**src/rtl/sd_card_pkg.sv**
```systemverilog
// Shared constants and types for the SPI-mode SD card responder.
package sd_card_pkg;

    localparam int SD_FRAME_BITS = 48;
    localparam int RESP_BITS     = 40;

    localparam logic [5:0] CMD0  = 6'd0;
    localparam logic [5:0] CMD8  = 6'd8;
    localparam logic [5:0] CMD41 = 6'd41;
    localparam logic [5:0] CMD55 = 6'd55;
    localparam logic [5:0] CMD58 = 6'd58;

    localparam int R1_IDLE    = 0;
    localparam int R1_ILLEGAL = 2;
    localparam int R1_CRC_ERR = 3;

    typedef enum logic [1:0] {IDLE, RX, NCR, TX} state_e;

    // Response left-aligned in bits, len = number of bits to shift out (8 or 40)
    typedef struct packed {
        logic [RESP_BITS-1:0] bits;
        logic [5:0]           len;
    } resp_t;

endpackage

```
**src/rtl/sd_crc7.sv**
```systemverilog
// Serial CRC7 (x^7 + x^3 + 1), one message bit per enabled cycle, MSB first.
// Only compiled when SD_SPI_CARD_CRC_CHECK_EN is defined.
`ifdef SD_SPI_CARD_CRC_CHECK_EN
module sd_crc7 (
    input  logic       clk_i,
    input  logic       res_n_i,
    input  logic       clr_i,
    input  logic       en_i,
    input  logic       din_i,
    output logic [6:0] crc_o
);
    logic [6:0] crc_q, crc_d, base;
    logic       fb;

    // clr and en together restart the CRC with the current bit as the first one
    always_comb begin
        base  = clr_i ? 7'h00 : crc_q;
        fb    = base[6] ^ din_i;
        crc_d = base;
        if (en_i) crc_d = {base[5:0], 1'b0} ^ (fb ? 7'h09 : 7'h00);
    end

    always_ff @(posedge clk_i) begin
        if (!res_n_i) crc_q <= '0;
        else          crc_q <= crc_d;
    end

    assign crc_o = crc_q;
endmodule
`endif

```
**src/rtl/sd_spi_card_responder.sv**
```systemverilog
// SPI-mode SD card responder: accepts 48-bit command frames, answers R1/R3/R7 after NCR.
// Define SD_SPI_CARD_CRC_CHECK_EN to check the CRC7 field and answer COM CRC errors.
module sd_spi_card_responder
    import sd_card_pkg::*;
#(
    parameter int unsigned NCR_BYTES  = 1,
    parameter int unsigned INIT_POLLS = 2,
    parameter logic [31:0] OCR_VALUE  = 32'hC0FF8000
) (
    input  logic        clk,
    input  logic        res_n,
    input  logic        card_CS,
    input  logic        card_MOSI,
    output logic        card_MISO,
    output logic        cmd_valid,
    output logic [5:0]  cmd_index,
    output logic [31:0] cmd_arg,
    output logic        in_idle
);
    localparam logic [6:0] LAST_BIT = 7'(SD_FRAME_BITS - 1);
    localparam logic [6:0] NCR_LAST = 7'(NCR_BYTES * 8 - 1);

    state_e      state_q, state_d;
    logic [6:0]  cnt_q, cnt_d;
    logic [45:0] shreg_q, shreg_d;
    logic [39:0] resp_q, resp_d;
    logic [5:0]  rlen_q, rlen_d;
    logic        miso_q, miso_d;
    logic        valid_q, valid_d;
    logic [5:0]  idx_q, idx_d;
    logic [31:0] arg_q, arg_d;
    logic        idle_q, idle_d;
    logic        app_q, app_d;
    logic [7:0]  poll_q, poll_d;

    // While the end bit is on MOSI, shreg holds frame bits 46..1
    logic [5:0]  f_idx;
    logic [31:0] f_arg;
    logic        f_ok, last_bit, ncr_done, tx_done, crc_ok;

    assign f_idx    = shreg_q[44:39];
    assign f_arg    = shreg_q[38:7];
    assign f_ok     = shreg_q[45] & card_MOSI;
    assign last_bit = (state_q == RX)  && (cnt_q == LAST_BIT);
    assign ncr_done = (state_q == NCR) && (cnt_q == NCR_LAST);
    assign tx_done  = (state_q == TX)  && (cnt_q == {1'b0, rlen_q});

`ifdef SD_SPI_CARD_CRC_CHECK_EN
    logic [6:0] crc_w;
    logic       crc_clr, crc_en;

    assign crc_clr = (state_q == IDLE) && !card_CS && !card_MOSI;
    assign crc_en  = crc_clr || ((state_q == RX) && !card_CS && (cnt_q < 7'd40));

    sd_crc7 u_crc7 (
        .clk_i   (clk),
        .res_n_i (res_n),
        .clr_i   (crc_clr),
        .en_i    (crc_en),
        .din_i   (card_MOSI),
        .crc_o   (crc_w)
    );
    assign crc_ok = (crc_w == shreg_q[6:0]);
`else
    assign crc_ok = 1'b1;
`endif

    // Response and flag updates for the frame completing this cycle
    resp_t       rsp;
    logic [7:0]  r1;
    logic [31:0] ocr;
    logic        n_idle, n_app;
    logic [7:0]  n_poll;

    always_comb begin
        r1       = 8'(1 << R1_ILLEGAL) | {7'b0, idle_q};
        ocr      = OCR_VALUE;
        if (idle_q) ocr[31] = 1'b0;
        rsp.bits = '1;
        rsp.len  = 6'd8;
        n_idle   = idle_q;
        n_app    = 1'b0;
        n_poll   = poll_q;
        case (f_idx)
            CMD0: begin
                r1     = 8'h01;
                n_idle = 1'b1;
                n_poll = '0;
            end
            CMD8: begin
                r1             = {7'b0, idle_q};
                rsp.len        = 6'd40;
                rsp.bits[31:0] = {20'h0, f_arg[11:0]};
            end
            CMD55: begin
                r1    = {7'b0, idle_q};
                n_app = 1'b1;
            end
            CMD41: if (app_q) begin
                if (32'(poll_q) < INIT_POLLS) begin
                    r1     = 8'h01;
                    n_poll = poll_q + 8'd1;
                end else begin
                    r1     = 8'h00;
                    n_idle = 1'b0;
                end
            end
            CMD58: begin
                r1             = {7'b0, idle_q};
                rsp.len        = 6'd40;
                rsp.bits[31:0] = ocr;
            end
            default: ;
        endcase
        // A corrupted command leaves every flag untouched
        if (!crc_ok) begin
            r1      = 8'(1 << R1_CRC_ERR) | {7'b0, idle_q};
            rsp.len = 6'd8;
            n_idle  = idle_q;
            n_app   = app_q;
            n_poll  = poll_q;
        end
        rsp.bits[39:32] = r1;
    end

    always_ff @(posedge clk) begin
        if (!res_n) begin
            state_q <= IDLE;
            cnt_q   <= '0;
            shreg_q <= '0;
            resp_q  <= '1;
            rlen_q  <= '0;
            miso_q  <= 1'b1;
            valid_q <= 1'b0;
            idx_q   <= '0;
            arg_q   <= '0;
            idle_q  <= 1'b1;
            app_q   <= 1'b0;
            poll_q  <= '0;
        end else begin
            state_q <= state_d;
            cnt_q   <= cnt_d;
            shreg_q <= shreg_d;
            resp_q  <= resp_d;
            rlen_q  <= rlen_d;
            miso_q  <= miso_d;
            valid_q <= valid_d;
            idx_q   <= idx_d;
            arg_q   <= arg_d;
            idle_q  <= idle_d;
            app_q   <= app_d;
            poll_q  <= poll_d;
        end
    end

    always_comb begin
        state_d = state_q;
        if (card_CS) begin
            state_d = IDLE;
        end else begin
            case (state_q)
                IDLE:    if (!card_MOSI) state_d = RX;
                RX:      if (last_bit)   state_d = f_ok ? NCR : IDLE;
                NCR:     if (ncr_done)   state_d = TX;
                TX:      if (tx_done)    state_d = IDLE;
                default: state_d = IDLE;
            endcase
        end
    end

    always_comb begin
        cnt_d   = cnt_q;
        shreg_d = shreg_q;
        resp_d  = resp_q;
        rlen_d  = rlen_q;
        miso_d  = 1'b1;
        valid_d = 1'b0;
        idx_d   = idx_q;
        arg_d   = arg_q;
        idle_d  = idle_q;
        app_d   = app_q;
        poll_d  = poll_q;
        if (card_CS) begin
            cnt_d = '0;
        end else begin
            case (state_q)
                IDLE: if (!card_MOSI) begin
                    cnt_d   = 7'd1;
                    shreg_d = '0;
                end
                RX: begin
                    shreg_d = {shreg_q[44:0], card_MOSI};
                    cnt_d   = cnt_q + 7'd1;
                    if (last_bit) begin
                        cnt_d = '0;
                        if (f_ok) begin
                            valid_d = 1'b1;
                            idx_d   = f_idx;
                            arg_d   = f_arg;
                            resp_d  = rsp.bits;
                            rlen_d  = rsp.len;
                            idle_d  = n_idle;
                            app_d   = n_app;
                            poll_d  = n_poll;
                        end
                    end
                end
                NCR: begin
                    cnt_d = cnt_q + 7'd1;
                    if (ncr_done) begin
                        cnt_d  = 7'd1;
                        miso_d = resp_q[39];
                        resp_d = {resp_q[38:0], 1'b1};
                    end
                end
                TX: begin
                    if (tx_done) begin
                        cnt_d = '0;
                    end else begin
                        cnt_d  = cnt_q + 7'd1;
                        miso_d = resp_q[39];
                        resp_d = {resp_q[38:0], 1'b1};
                    end
                end
                default: ;
            endcase
        end
    end

    assign card_MISO = miso_q;
    assign cmd_valid = valid_q;
    assign cmd_index = idx_q;
    assign cmd_arg   = arg_q;
    assign in_idle   = idle_q;

endmodule

```
**config.mk**
```make
export PLATFORM = sky130hd
export DESIGN_NAME = sd_spi_card_responder
export DESIGN_NICKNAME = d
export VERILOG_FILES = /design/src/rtl/sd_card_pkg.sv /design/src/rtl/sd_crc7.sv /design/src/rtl/sd_spi_card_responder.sv
export SDC_FILE = /design/constraint.sdc
export NUM_CORES = 1
export LEC_CHECK = 0
export ABC_AREA = 1
export BUFFER_PORTS_ARGS = -buffer_cell sky130_fd_sc_hd__buf_4
export CAP_MARGIN = 25
export CORE_MARGIN = 2
export CORE_UTILIZATION = 45
export CTS_BUF_LIST = sky130_fd_sc_hd__clkbuf_2
export CTS_CLUSTER_SIZE = 40
export DETAILED_ROUTE_END_ITERATION = 8
export GPL_TIMING_DRIVEN = 0
export HOLD_SLACK_MARGIN = 0.06
export SYNTH_ARGS = -nofsm -noshare
export SYNTH_HDL_FRONTEND = slang
export SYNTH_HIERARCHICAL = 1
export SYNTH_SLANG_ARGS = --single-unit
```
**constraint.sdc**
```tcl
create_clock -name clk -period 2.5 [get_ports clk]
set_clock_uncertainty 0.15 [all_clocks]
set_input_delay 0.25 -clock clk [delete_from_list [all_inputs] [get_ports clk]]
set_output_delay 0.25 -clock clk [all_outputs]
set_load 0.01 [all_outputs]
```
Word-level counts from Yosys, hierarchy flattened
Cells that the tools add are included.

Register bits after elaboration: 151. Output and inout port bits: 41. Latch bits: 0. ROM bits: 0. RAM bits: 0. Memories kept: 0. Word-level logic and storage cells: 90.

Magnitude comparators: 1. Eq/ne operators: 19. Mux-type cells: 34. Bitwise gates (word level): 5. $mul: 0. Div/mod/pow operators: 0. Reductions and logical operators: 17. Add/subtract/negate cells: 2. Shift-type cells: 0.

Operator list (number): 2-to-1 mux 40 bit (4); case mux 40 bit (3 select lines) (1); case mux 46 bit (2 select lines) (1); case mux 38 bit (2 select lines) (1); 2-to-1 mux 46 bit (1); 2-to-1 mux 7 bit (4); case mux 7 bit (4 select lines) (1); == test 6 bit (second input constant) (3); != test 2 bit (second input constant) (9); 2-to-1 mux 8 bit (2); case mux 8 bit (2 select lines) (1); AND reduction 7 bit (2); 2-to-1 mux 2 bit (5); case mux 3 bit (3 select lines) (1); adder 8 x 1 -> 8 bit (second input constant) (1); < comparator 8 x 2 -> 1 bit (second input constant) (1); 2-to-1 mux 1 bit (8); case mux 2 bit (4 select lines) (1); AND reduction 4 bit (2); adder 7 x 1 -> 7 bit (second input constant) (1); == test 7 x 3 -> 1 bit (second input constant) (1); == test 7 x 6 -> 1 bit (1); == test 7 x 6 -> 1 bit (second input constant) (1); == test 6 x 4 -> 1 bit (second input constant) (1); 16 further kinds (24).

Longest topological paths before layout
Depth after elaboration: 7. Gate-level depth with buffers: 12.

Least setup slack after synthesis
No wires, ideal clock.

Path type: register -> register. From: register state_q[0]. To: register resp_q[22]. Library setup time: 0.134 ns. Arrival time: 1.661 ns. Stages on the path, launching flop included: 11. Path buffers: 2. Clock period less this slack: 1.945 ns. Setup slack: 0.555 ns. Path through: dfxtp_1 > inv_1 > ha_1 > nor2_1 > inv_1 > buf_2 > buf_1 > nand2_1 > nand2_1 > nand2_1 > nand3_1.

Cells in the longest elaborated chain, start to end: 4.

Ends and longest elaborated chain: from (decl) (line sd_spi_card_responder.sv:23) `state_e state_q, state_d;`; from (signal assigned) (line sd_spi_card_responder.sv:141) `state_q <= state_d;`; == test 2 bit (tied with other cells) (line sd_spi_card_responder.sv:46, sd_spi_card_responder.sv:186); logical AND 1 bit (on tied branches) (line sd_spi_card_responder.sv:46, sd_spi_card_responder.sv:44, sd_spi_card_responder.sv:45); != test 2 bit (no line); AND reduction 6 bit (no line); to (signal assigned) (line sd_spi_card_responder.sv:144) `resp_q <= resp_d;`; to (decl) (line sd_spi_card_responder.sv:26) `logic [39:0] resp_q, resp_d;`.

Several ways; a longest one is shown, not always the timed one. A chain may end at the register's enable or synchronous reset.

Worst setup path after layout
From: register state_q[0]. To: register shreg_q[14].

Cells in the longest elaborated chain, start to end: 3.

Ends and longest elaborated chain: == test 2 x 1 -> 1 bit / zero test 2 bit (equally long branches) (line sd_spi_card_responder.sv:186) `case (state_q)`; nonzero test 2 bit (no line) / != test 2 bit (equally long branches); AND reduction 3 bit (no line); to (signal assigned) (line sd_spi_card_responder.sv:143) `shreg_q <= shreg_d;`; to (decl) (line sd_spi_card_responder.sv:25) `logic [45:0] shreg_q, shreg_d;`.

Several ways; a longest one is shown, not always the timed one.

==> out/qor.yml <==
critical_path:
  slowest_stage: "dfxtp_1"
  worstPathCellList: "inv_1 -> ha_1 -> o211ai_1 -> clkbuf_1 -> clkbuf_1 -> a211oi_1"
  critPathBufInv: 3
  cp_top_family: "buffers and inverters"
  cpMostUsedCell: "clkbuf_1"
  crit_path_end_kind: "register"
  crit_fanout: 10
  cp_data_arrival_time_ns: 2.70
  startpoint_type: "register"
  crit_required_ns: 2.92
  cpPeakStageDelay_ns: 0.43
  r2r_slack_ns: 0.22
  critPathKind: "reg2reg"
placement:
  io_buffers: 43
  gp_congestion: 0.857
  hpwl_um: 10400
  place_area_sq_um: 6560
global_route:
  antenna_found_initial: 1
  grt_usage_pct: 21.2
  first_global_vias: 5148
  grt_overflow: 0
  grt_start_max_net_pins: 17
  grt_pass1_wl_um: 24400
detailed_routing:
  ant_nets: 0
  drt_wl_total_um: 14600
  dr.pass1.iters: 5
  vias_per_cell: 5.21
  drtIter0Drc: 306
  routedWlPerCell_um: 14.1
  wl_met1_um: 6820
  top_layer_used: "met4"
  dr_wl_met3_um: 682
  via_count: 5372
  met2WireLength_um: 6850
  drcViolationCount: 0
sta:
  drv_slew: 0
  finalHoldViolCount: 0
  tightest_slew_ns: 0.578
  whs_ns: 0.301
  min_period_over_period_pct: 91.4
  rsz0062_at_grt: "no"
  tns_ns: 0
  fin_crit_ns: 2.28
  finalSetupViolations: 0
  fmax_ghz: 0.438
  slew_headroom_pct: 61.5
synthesis:
  yosysTopAreaCell: "dfxtp_1"
  synth-async-reset-ratio_pct: 0
  synth_nets: 787
  yosysSeqAreaShare_pct: 48.9
  avgSynthCellArea_sq_um: 7.75
  yosysMostFrequentCell: "dfxtp_1"
  syn_inst: 776
  ys.flop_type: "dfxtp_1"
  synth_warnings: 6
  synthDistinctLibCells: 28
  synth_common_cells: "dfxtp_1 (147), a21oi_1 (127), nand2_1 (121)"
  netlist_area_sq_um: 6010
  synth.ff_latch_count: 147
  synth.area.top_cells: "dfxtp_1 (49%), a21oi_1 (11%), nand2_1 (7.6%)"
  synth_top_area_share_pct: 48.9
  synth-edff-count: 0
die:
  rows: 42
  initial_core_util_pct: 45.8
  io-pin-count: 45
  die_y_um: 120
  core_sq_um: 13100
  fp.dieArea_sq_um: 14300
  die_w_um: 120
clock_tree:
  tritoncts: "done"
  clkTransAtPathRegs_ns: 0.18
  htreeDepth: 4
  clock_path_buffers: 2
  numCtsBuffers: 17
  cts.sinks: 147
  cts_setup_buffers: 0
  insertion_delay_ns: 0.69
  cts_root_buf: "clkbuf_2"
power:
  p_leak_nw: 2.72
  powerDensity_nw_per_um2: 599
  peakVddDrop_mv: 0.387
job:
  maxCapViolations: 0
finish:
  final_nets: 853
  finish.instance_area_sq_um: 6790
  fillers: 1308
  drive_above_1_share_pct: 11.7
  final_core_utilization_pct: 51.7
  area_growth_pct: 12.9
worst_hold_path:
  hold_class: "reg2reg"
status:
  run_status: "complete, no violations"
[worst paths after layout]
| kind | start | to | cells past startpoint |
|---|---|---|---|
| setup / recovery | state_q[0] | shreg_q[14] | 6 |
| hold / removal | poll_q[3] | poll_q[3] | 2 |
| setup reg to reg | state_q[0] | shreg_q[14] | 6 |
| hold reg to reg | poll_q[3] | poll_q[3] | 2 |
[flip-flops by register name, summed over array words and instances (netlist names), 2 cells and up, named ones only]
signal,cells
cmd_index,6
cnt_q,7
poll_q,8
rlen_q,2
cmd_arg,32
shreg_q,46
resp_q,40
[cell families (layout without fill, tap and decap cells)]
| group | after synthesis | after routing | share of synthesized area [%] |
|---|---|---|---|
| other cells | 0 | 1 | 0 |
| xor+xnor | 4 | 4 | 0.583 |
| flops | 147 | 147 | 48.9 |
| buf+inv | 124 | 202 | 8.39 |
| simple gates | 235 | 235 | 17.0 |
| fa+ha+maj | 7 | 7 | 1.46 |
| compound gates | 259 | 259 | 23.7 |
[power breakdown]
part	internal [mW]	switching (mW)
clock	0.334	0.812
sequential	2.44	0.0535
combinational	0.136	0.293
[through the flow]
stage                     power [mW]  setup slack, ns  instances
after global routing            4.29           0.0524       1031
after floorplan                 2.84            0.555        776
after global placement          2.95           0.0623        995
after CTS                       4.11            0.179       1030
after detailed placement        2.96           0.0148        995
final                           4.06            0.215       1031
[worst min-delay path, stage by stage (launching register included)]
cell,delay [ns]
dfxtp_1,0.35
nand2_1,0.06
nor2_1,0.04
[timing repair]
item,in CTS,in global routing
hold endpoints to repair,75,0
pin swaps,0,0
setup endpoints to repair,1,4
resized for setup,1,1
hold buffers,4,0
[cell type report]
cell class              count  area (sq um)  area share (%)
diodes                      1          2.50          0.0369
plain buffers              53           238            3.50
clock buffers              18          90.1            1.33
clock inverters            13          93.8            1.38
inverters                  71           267            3.93
multi-input cells         505          2570            37.9
flip-flops and latches    147          2940            43.3
well taps                 176           220            3.24
repair buffers             47           363            5.34
[cells in the final DEF (no fill, tap or decap), types with 22 or more instances in the layout]
cell,synthesis,routed
a211oi_1,38,38
a21oi_1,127,127
buf_2,22,22
buf_4,1,44
clkbuf_1,26,26
dfxtp_1,147,147
inv_1,68,68
nand2_1,121,121
nand3_1,41,41
nor2_1,50,49
o21ai_0,61,61
[per-layer routing]
layer | vias to the layer above | track usage [%]
met5 | - | 0
met4 | 0 | 8.16
met3 | 19 | 6.08
met2 | 111 | 34.8
met1 | 2500 | 26.4
li1 | 2742 | -
Note: power is estimated with default switching activity, not from simulation.
